## src/rtl/flop_stim_gen.sv

```systemverilog
// Purpose: drives a registered stimulus pattern (hold/invert/LFSR/walking-one) into a flop array and counts bit toggles.
// Latency: D loads one edge after START is accepted, then changes once per cycle for NCYC cycles; DONE follows the last update.
// Backpressure: none; STOP aborts a run immediately, and START is honoured only while idle.
module flop_stim_gen #(
  parameter int WIDTH = 8
) (
  input  logic             CLK,
  input  logic             RSTB,
  input  logic             START,
  input  logic             STOP,
  input  logic [1:0]       MODE,
  input  logic [15:0]      SEED,
  input  logic [15:0]      NCYC,
  output logic [WIDTH-1:0] D,
  output logic             BUSY,
  output logic             DONE,
  output logic [19:0]      TOGGLES
);

  typedef enum logic [1:0] {
    st_idle = 2'd0,
    st_run  = 2'd1,
    st_done = 2'd2
  } state_t;

  localparam logic [15:0] lfsr_default = 16'hACE1;

  state_t           state;
  state_t           state_nxt;
  logic             busy_nxt;
  logic             done_nxt;
  logic [1:0]       mode_q;
  logic [15:0]      cnt;
  logic [15:0]      lfsr;
  logic [15:0]      lfsr_seed;
  logic [15:0]      lfsr_step;
  logic [WIDTH-1:0] init_dat;
  logic [WIDTH-1:0] next_dat;
  logic             accept;
  logic             update;

  // count of set bits, used to accumulate toggles per update
  function automatic logic [4:0] popcnt(input logic [WIDTH-1:0] v);
    logic [4:0] n;
    n = '0;
    for (int i = 0; i < WIDTH; i++) begin
      n = n + 5'(v[i]);
    end
    return n;
  endfunction

  assign accept    = (state == st_idle) && START;
  assign update    = (state == st_run) && !STOP;
  // an all-zero LFSR would lock up, so a zero seed falls back to the default
  assign lfsr_seed = (SEED == 16'd0) ? lfsr_default : SEED;
  assign lfsr_step = {lfsr[14:0], lfsr[15] ^ lfsr[13] ^ lfsr[12] ^ lfsr[10]};

  // pattern value loaded at acceptance, selected by the incoming MODE
  always_comb begin
    init_dat = '0;
    case (MODE)
      2'b00, 2'b01: init_dat = SEED[WIDTH-1:0];
      2'b10:        init_dat = lfsr_seed[WIDTH-1:0];
      default:      init_dat = WIDTH'(1);
    endcase
  end

  // pattern value for the next update, selected by the latched mode
  always_comb begin
    next_dat = D;
    case (mode_q)
      2'b00:   next_dat = D;
      2'b01:   next_dat = ~D;
      2'b10:   next_dat = lfsr_step[WIDTH-1:0];
      // shifting both ways keeps the rotate correct even for WIDTH=1
      default: next_dat = (D << 1) | (D >> (WIDTH - 1));
    endcase
  end

  // state register with registered BUSY/DONE flags
  always_ff @(posedge CLK) begin
    if (!RSTB) begin
      state <= st_idle;
      BUSY  <= 1'b0;
      DONE  <= 1'b0;
    end else begin
      state <= state_nxt;
      BUSY  <= busy_nxt;
      DONE  <= done_nxt;
    end
  end

  // next-state decode
  always_comb begin
    state_nxt = state;
    case (state)
      st_idle: begin
        if (START) begin
          state_nxt = (NCYC != 16'd0) ? st_run : st_done;
        end
      end
      st_run: begin
        if (STOP) begin
          state_nxt = st_idle;
        end else if (cnt == 16'd1) begin
          state_nxt = st_done;
        end
      end
      st_done: state_nxt = st_idle;
      default: state_nxt = st_idle;
    endcase
  end

  // flag values for the state being entered, so the flags line up with it
  always_comb begin
    busy_nxt = (state_nxt == st_run);
    done_nxt = (state_nxt == st_done);
  end

  // datapath: load on acceptance, step on each run update, hold otherwise
  always_ff @(posedge CLK) begin
    if (!RSTB) begin
      D       <= '0;
      TOGGLES <= '0;
      cnt     <= '0;
      lfsr    <= lfsr_default;
      mode_q  <= 2'b00;
    end else if (accept) begin
      mode_q  <= MODE;
      cnt     <= NCYC;
      TOGGLES <= '0;
      D       <= init_dat;
      lfsr    <= lfsr_seed;
    end else if (update) begin
      D       <= next_dat;
      TOGGLES <= TOGGLES + 20'(popcnt(D ^ next_dat));
      cnt     <= cnt - 16'd1;
      if (mode_q == 2'b10) begin
        lfsr <= lfsr_step;
      end
    end
  end

endmodule

```

## config.mk

```make
export PLATFORM = sky130hd
export DESIGN_NAME = flop_stim_gen
export DESIGN_NICKNAME = d
export VERILOG_FILES = /design/src/rtl/flop_stim_gen.sv
export SDC_FILE = /design/constraint.sdc
export NUM_CORES = 1
export LEC_CHECK = 0
export BUFFER_PORTS_ARGS = -buffer_cell sky130_fd_sc_hd__buf_2
export CAP_MARGIN = 20
export CORE_AREA = 2 2 140 87
export CTS_BUF_LIST = sky130_fd_sc_hd__clkbuf_4 sky130_fd_sc_hd__clkbuf_8
export CTS_CLUSTER_DIAMETER = 150
export DETAILED_ROUTE_END_ITERATION = 8
export DIE_AREA = 0 0 142 89
export GPL_ROUTABILITY_DRIVEN = 0
export HOLD_SLACK_MARGIN = 0.15
export SLEW_MARGIN = 20
export SYNTH_ARGS = -nofsm -noshare
export SYNTH_HDL_FRONTEND = slang
export SYNTH_SLANG_ARGS = --single-unit
```

## constraint.sdc

```tcl
create_clock -name CLK -period 13.3 [get_ports CLK]
set_input_delay 1.33 -clock CLK [delete_from_list [all_inputs] [get_ports CLK]]
set_output_delay 1.33 -clock CLK [all_outputs]
set_load 0.01 [all_outputs]
```

* After elaboration in Yosys (flattened, before gate mapping)
Cells that the tools add are included.
** Operators by class
- $add $sub $neg :: 9
- Multipliers :: 0
- Divide/modulo/power cells :: 0
- Magnitude comparators :: 0
- Equal/unequal tests :: 8
- Shift-type cells :: 0
- Muxes and demuxes :: 15
- Bitwise gates (word level) :: 7
- Reductions and logical operators :: 13
** Operators by type and width (number)
- 16-bit two-way mux :: 6
- 8-bit one-hot mux with 3 select lines :: 1
- 20-bit by 5-bit adder with 20-bit output :: 1
- 16-bit by 1-bit == test with 1-bit output (second input constant) :: 1
- 16-bit zero test :: 1
- 8-bit two-way mux :: 2
- 8-bit one-hot mux with 2 select lines :: 1
- 16-bit nonzero test :: 1
- 16-bit by 1-bit subtractor with 16-bit output (second input constant) :: 1
- 5-bit by 1-bit adder with 5-bit output :: 3
- 2-bit by 1-bit == test with 1-bit output (second input constant) :: 4
- 2-bit two-way mux :: 4
- 8-bit NOT :: 1
- 8-bit by 1-bit bitwise OR with 8-bit output :: 1
- 8-bit bitwise XOR :: 1
- 2-bit == test (second input constant) :: 3
- 2-bit zero test :: 3
- 4-bit by 1-bit adder with 5-bit output :: 1
- 3-bit by 1-bit adder with 4-bit output :: 1
- 2-bit one-hot mux with 2 select lines :: 1
- 2-bit nonzero test :: 2
- 2-bit OR reduction :: 2
- 2-bit by 1-bit adder with 3-bit output :: 1
- 1-bit bitwise XOR :: 3
- other kinds (5) :: 6
** Word-level totals
- Flip-flop bits (word level) :: 66
- Latch bits :: 0
- Memory bits (writable) :: 0
- Bits in read-only memories :: 0
- Input bits :: 38
- Output and inout port bits :: 30
- Logic and storage cells :: 60
- Memories :: 0

* Depth between registers and ports, before layout
Gate-level depths: netlist of the first run.
- Depth in word-level cells :: 13
- Gate-level depth with buffers :: 17
- Depth with buffers taken out :: 16

* Worst setup path after synthesis of the first run
OpenSTA, ideal clock, no wires.
- Path kind :: register to register
- From :: register mode_q[0]
- To :: register TOGGLES[8]
- Library setup time :: 0.128 ns
- Data arrival time :: 4.354 ns
- Required time :: 13.172 ns
- Setup slack :: 8.818 ns
- Cell stages (with the launch flop) :: 18
- Buffers on the path :: 2
- Clock period less this slack :: 4.482 ns
- Cells stage by stage :: dfxtp_1 > clkbuf_1 > buf_2 > xor2_1 > nor2_1 > a21oi_1 > xnor2_1 > fa_1 > fa_1 > fa_1 > fa_1 > inv_1 > fa_1 > a21o_1 > a21oi_1 > nor3_1 > xnor2_1 > nor2_1
** Between the ends
- Cells in the longest elaborated chain, start to end :: 11
- Elaborated cells between the ends (all ways) :: 13
- Those cells by class :: add/sub: 8; eq/ne: 2; mux: 1; bitwise: 1; reduce/logical: 1
** RTL lines
- start, declared :: line 32 : logic [1:0] mode_q;
- start signal, assigned :: line 127 : mode_q <= 2'b00;
- start signal, assigned :: line 129 : mode_q <= MODE;
- 2-bit == test (tied with other cells) :: line 71 : case (mode_q)
- 8-bit one-hot mux with 3 select lines * :: line 71
- 8-bit bitwise XOR * :: line 136 : TOGGLES <= TOGGLES + 20'(popcnt(D ^ next_dat));
- 1-bit by 1-bit adder with 2-bit output :: line 47 : n = n + 5'(v[i]);
- 2-bit by 1-bit adder with 3-bit output :: line 47
- 3-bit by 1-bit adder with 4-bit output :: line 47
- 4-bit by 1-bit adder with 5-bit output :: line 47
- 5-bit by 1-bit adder with 5-bit output (2 in series) :: line 47
- 5-bit by 1-bit adder with 5-bit output * :: line 47
- 20-bit by 5-bit adder with 20-bit output * :: line 136
- end signal, assigned :: line 136
- end, declared :: line 17 : output logic [19:0] TOGGLES
Mark *: on every way between the ends. The rest lies on a longest branch, timed or not.
A chain may end at the register's enable or synchronous reset.

* Worst setup path after layout of the first run
- From :: register mode_q[0]
- To :: register TOGGLES[14]
Same word-level chain as after synthesis.

==> out/qor.txt, run 1 <==
CP Class - reg2reg
Root Driver - clkbuf_8
cts hold-fix bufs - 0
post-synth cell types - 57
CTS tree - done
max cap viols - 0
CP max FO - 23
largest net degree at the start of global routing - 53
CTS max path bufs - 2
via count - 3,739
slowest CP cell - dfxtp_1
Final Util - 40.2%
Max stage delay on crit path - 1.00 ns
first-pass GRT wire length - 17,500 um
Clock Pin Slew Worst Setup and Hold Paths - 0.08 ns
post-synth top area share - 33.8%
port buffer count - 67
reg-to-reg startpoint - mode_q[0]
NumNets Final - 573
RSZ-0062 raised after global routing - no
post-route total power - 0.000538 W
Pwr Density - 119 mW/mm^2
slew margin rel. - 31.6%
Most used DFF post-synth - dfxtp_1
crit path launch - mode_q[0]
Post-Syn Area per Cell - 8.24 um^2
number of CTS-inserted buffers - 9
initial antenna violation count - 0
Fmax achieved - 0.191 GHz
Post-DP HPWL - 7890 um
most frequent CP cell - fa_1
layout cells sized above 1 - 18.8%
worst vdd ir - 0.0586 mV
vias in the first global route - 3,362
Max Slew Vio Count - 0
Area contributors post-synth - dfxtp_1, xnor2_1, a21oi_1
starting density of the core - 34.8%
die height - 89 um
DRC viols - 0
Hold Crit Class - reg2reg
H-tree levels - 3
Num Clock Sinks - 66
drt via density - 5.57
area delta synth->final - 15.4%
total global routing overflow - 0
Final Setup Violations - 0
Final period util - 39.4%
I/O Pins - 68
CP required - 13.51 ns
Placed Cells - 655
DRT iter0 DRCs - 319
hold path start - TOGGLES[3]
leakage - 1.83 nW
Critical Path AT - 5.44 ns
drt first pass iters - 7
Synth Instances - 474
TNS Setup - 0 ns
Setup crit end kind - flop
GR Util All Layers - 17.6%
Final min period - 5.23 ns
synthesized area - 0.00390 mm^2
drt total wl - 11,000 um
crit path cell chain - xor2_1 > nor2_1 > a21oi_1 > xnor2_1 > fa_1 > fa_1 > fa_1 > fa_1 > inv_1 > fa_1 > a21o_1 > a21oi_1 > nor4b_1 > xnor2_1 > nor2_1
Die X - 142 um
register area share after synthesis - 33.8%
cell row count - 30
status - completed
DIE AREA - 0.0126 mm^2
cts repair resizes - 0
FFs w/ async S/R, synth - 0%
CP bufs+invs - 1
Finished Layout Cells - 671
synthesized flop and latch total - 66
final hold vios - 0
cell family with most CP delay - adder cells
n_diodes - 0
count leader, synth - dfxtp_1
core area - 0.0112 mm^2
number of nets still failing antenna checks after routing - 0
WL per Instance - 16.4 um
Net Count, Synth - 525
startpoint types - flop
cell taking the most area after synthesis - dfxtp_1
top post-synthesis cells by count - dfxtp_1, nand2_1, nor2_1, a21oi_1, nand3_1
# Post-CTS Setup Buffers - 0
clock insertion delay at the later pin of the skew report - 0.35 ns
Synthesis Warnings - 0
Worst Max-Slew Pin Slew - 1.02 ns
EDFF count, synth - 0
clock skew - 0.00721 ns
==> flip-flops by register name, summed over array words and instances, names as in the netlist <==
name	flops
BUSY	1
D	8
DONE	1
TOGGLES	20
cnt	16
lfsr	16
mode_q	2
state	2
==> cell usage in the layout, fill, tap and decap left out, types with 6 or more instances in the layout <==
master	synthesis	final
inv_1	15	15
nor2_1	36	35
o211ai_1	9	9
ha_1	8	8
nand3_1	31	31
a21boi_0	8	8
o21ai_0	20	20
mux2i_1	7	7
clkbuf_8	0	12
and3_1	6	6
xor2_1	14	14
nand2_1	37	37
nor4_1	15	15
xnor2_1	23	23
buf_2	5	67
nor3_1	11	11
a21oi_1	35	35
dfxtp_1	66	66
nor2b_1	9	9
==> path summary, 6_finish.rpt <==
check,end,slack [ns],depth (start not counted)
min,TOGGLES[3],0.49,2
max reg2reg,TOGGLES[14],8.07,15
max,TOGGLES[14],8.07,15
min reg2reg,TOGGLES[3],0.49,2
==> tightest hold or removal path: stages, from the launching register on <==
cell,delay (ns)
dfxtp_1,0.34
nand2_1,0.06
a21oi_1,0.05
==> logic make-up (layout without fill, tap and decap cells) <==
logic type / count (synthesis) / in the layout / synth area share, %
buf+inv: 48 / 101 / 4.87
fa+ha+maj: 13 / 13 / 5.13
mux: 11 / 11 / 2.95
xor+xnor: 37 / 37 / 8.30
flops: 66 / 66 / 33.8
simple gates: 176 / 176 / 23.6
compound gates: 123 / 123 / 21.3
==> metal layers <==
layer	wire, um	vias to the layer above	part of all wire, %	GRT usage [%]
li1	-	1824	-	-
met1	5560	1792	50	26.1
met2	4580	117	42	25.0
met3	810	6	7.4	5.20
met4	61	0	0.55	4.09
met5	0	-	0	0
==> per-stage QoR <==
stage,hold WS [ns],worst slack [ns],area [um^2]
global route,0.514,7.74,4510
detailed placement,0.482,8.09,4310
CTS,0.495,8.08,4510
finish,0.494,8.07,4510
global placement,0.472,8.28,4310
floorplan,0.473,8.82,3910
==> report_power, final <==
part,internal [W],switching [W]
logic,0.0000633,0.0000828
clock network,0.0000851,0.0000800
registers,0.000210,0.0000166
total,0.000358,0.000179
==> area by class of cell <==
type | count | area (um^2)
fillers | 1153 | 6720
multi-input cells | 360 | 2400
flip-flops and latches | 66 | 1320
repair buffers | 70 | 358
well taps | 144 | 180
clock buffers | 13 | 173
inverters | 15 | 56.3
clock inverters | 3 | 22.5
(Power assumes the default switching activity.)
==> run 2, diff against run 1 <==
- ABC_AREA: not set -> 1
- CORE_AREA: 2 2 140 87 -> 2 2 144 90
- DIE_AREA: 0 0 142 89 -> 0 0 146 92
- clock period: 13.3 -> 4.4 ns (I/O delays scaled with it)
==> out/qor.txt, run 2 <==
status - completed
drt via density - 4.97
largest net degree at the start of global routing - 42
via count - 4,283
synthesized flop and latch total - 66
GR Util All Layers - 17.5%
final hold vios - 0
initial antenna violation count - 0
Most used DFF post-synth - dfxtp_1
Synthesis Warnings - 0
EDFF count, synth - 0
layout cells sized above 1 - 17.8%
mux contribution to synthesized area - 0%
max cap viols - 0
Net Count, Synth - 674
slew margin rel. - 49.2%
CTS tree - done
Post-DP HPWL - 8500 um
Area contributors post-synth - dfxtp_1, nand2_1, inv_1
most frequent cells in the layout - nand2_1, inv_1, buf_2, nor2_1, dfxtp_1
drt total wl - 11,600 um
WL per Instance - 13.4 um
synthesized area - 0.00413 mm^2
die height - 92 um
DIE AREA - 0.0134 mm^2
leakage - 2.24 nW
FFs w/ async S/R, synth - 0%
vias in the first global route - 3,889
Synth Area in Compound Gates - 18.3%
post-synth cell types - 36
Adder-Cell Fraction of Synth Area - 4.85%
post-synth top area share - 32.0%
NumNets Final - 738
CP max FO - 7
register area share after synthesis - 32.0%
Fmax achieved - 0.243 GHz
top post-synthesis cells by count - nand2_1, inv_1, dfxtp_1, nor2_1, a21oi_1
core area - 0.0123 mm^2
Num Clock Sinks - 66
top flop regs - TOGGLES: 20 flops, cnt: 16 flops, lfsr: 16 flops
TNS Setup - 0 ns
Final period util - 93.6%
total global routing overflow - 0
Synth Instances - 623
cell taking the most area after synthesis - dfxtp_1
cell row count - 32
Die X - 146 um
Max Slew Vio Count - 0
n_diodes - 0
Clock Pin Slew Worst Setup and Hold Paths - 0.08 ns
number of CTS-inserted buffers - 9
largest family of logic cells by synthesized area - simple AND/OR/NAND/NOR gates
Worst Max-Slew Pin Slew - 0.761 ns
number of nets still failing antenna checks after routing - 0
Synth Area in XOR/XNOR - 5.09%
I/O Pins - 68
Root Driver - clkbuf_8
Synth Area in Simple Gates - 29.6%
Setup crit end kind - flop
count leader, synth - nand2_1
CTS max path bufs - 2
max reg flops - 20
port buffer count - 67
area delta synth->final - 17.7%
DRT iter0 DRCs - 367
Hold Crit Class - in2reg
Post-Syn Area per Cell - 6.63 um^2
Final Util - 39.4%
starting density of the core - 33.5%
CP required - 4.66 ns
RSZ-0062 raised after global routing - no
drt first pass iters - 5
H-tree levels - 3
Final Setup Violations - 0
worst vdd ir - 0.159 mV
clock skew - 0.0135 ns
CP Class - reg2reg
Final min period - 4.12 ns
first-pass GRT wire length - 19,000 um
most common cell after layout, fill and taps aside - nand2_1
cts hold-fix bufs - 0
DRC viols - 0
Critical Path AT - 4.37 ns
most flop-heavy register - TOGGLES
clock insertion delay at the later pin of the skew report - 0.36 ns
Pwr Density - 362 mW/mm^2
startpoint types - flop
==> run 2: changes by cell type after synthesis, moves of 16 or more <==
cell,change
nand2_1,+107
inv_1,+59
nor2_1,+26
xnor2_1,-18
a31oi_1,+16
clkbuf_1,-18
==> run 2: path summary, 6_finish.rpt <==
check / startpoint / end / slack, ns / cells after the start
min: SEED[8] / lfsr[8] / 0.35 / 3
max: mode_q[0] / TOGGLES[14] / 0.28 / 18
min reg2reg: TOGGLES[1] / TOGGLES[1] / 0.49 / 2
max reg2reg: mode_q[0] / TOGGLES[14] / 0.28 / 18
==> run 2: final cells by class <==
| class | instances | area (um^2) |
|---|---|---|
| Multi-Input combinational cell | 453 | 2410 |
| Clock buffer | 10 | 138 |
| Timing Repair Buffer | 74 | 388 |
| Sequential cell | 66 | 1330 |
| Tap cell | 170 | 213 |
| Fill cell | 1343 | 7470 |
| Clock inverter | 6 | 65.1 |
| Inverter | 83 | 314 |
==> run 2: logic make-up (layout without fill, tap and decap cells) <==
family	Yosys count	count (layout)
AOI/OAI and AO/OA	135	135
buffers and inverters	104	173
adders and majority gates	13	13
xor gates and xnor gates	24	24
DFF	66	66
and+or+nand+nor	281	281
==> run 2: through the flow <==
step / instances / total power [W] / hold WS, ns / cell area, um^2 / setup WS, ns
2_1_floorplan: 623 / 0.00109 / 0.445 / 4130 / 0.383
3_3_place_gp: 845 / 0.00122 / 0.463 / 4610 / 0.248
3_5_place_dp: 845 / 0.00122 / 0.463 / 4610 / 0.110
4_1_cts: 861 / 0.00177 / 0.337 / 4810 / 0.0890
5_1_grt: 862 / 0.00189 / 0.351 / 4860 / 0.0190
6_report: 862 / 0.00176 / 0.353 / 4860 / 0.283
==> run 2: worst max-delay path: stages, from the launching register on <==
cell	delay, ns
dfxtp_2	0.36
buf_4	0.17
nor2_4	0.13
nand3_1	0.09
nand2_1	0.12
xor2_2	0.18
fa_1	0.46
fa_1	0.56
fa_1	0.44
fa_1	0.43
inv_1	0.11
fa_2	0.22
nand2_1	0.08
nand2_2	0.10
nand3_4	0.11
nor2_4	0.20
nand4_1	0.11
nand2_1	0.09
nor2_1	0.05
==> run 2: what timing repair did <==
| item | in CTS | in global routing |
|---|---|---|
| buffers inserted | 0 | 1 |
| endpoints found under the setup margin | 0 | 7 |
| hold endpoints to repair | 0 | 0 |
| resized for setup | 0 | 11 |
==> run 2: report_power, final <==
group	internal, W	leakage, nW	total (W)	switching [W]
Clock	0.000278	0.103	0.000536	0.000258
Sequential	0.000637	0.542	0.000680	0.0000428
Combinational	0.000218	1.60	0.000544	0.000326
==> run 2: metal layers <==
metal | GRT usage, % | vias to the layer above | part of all wire (%)
met1 | 25.4 | 1976 | 52
met3 | 4.78 | 16 | 5.8
met5 | 0 | - | 0
met4 | 4.45 | 0 | 1.5
li1 | - | 2163 | -
met2 | 25.6 | 128 | 41
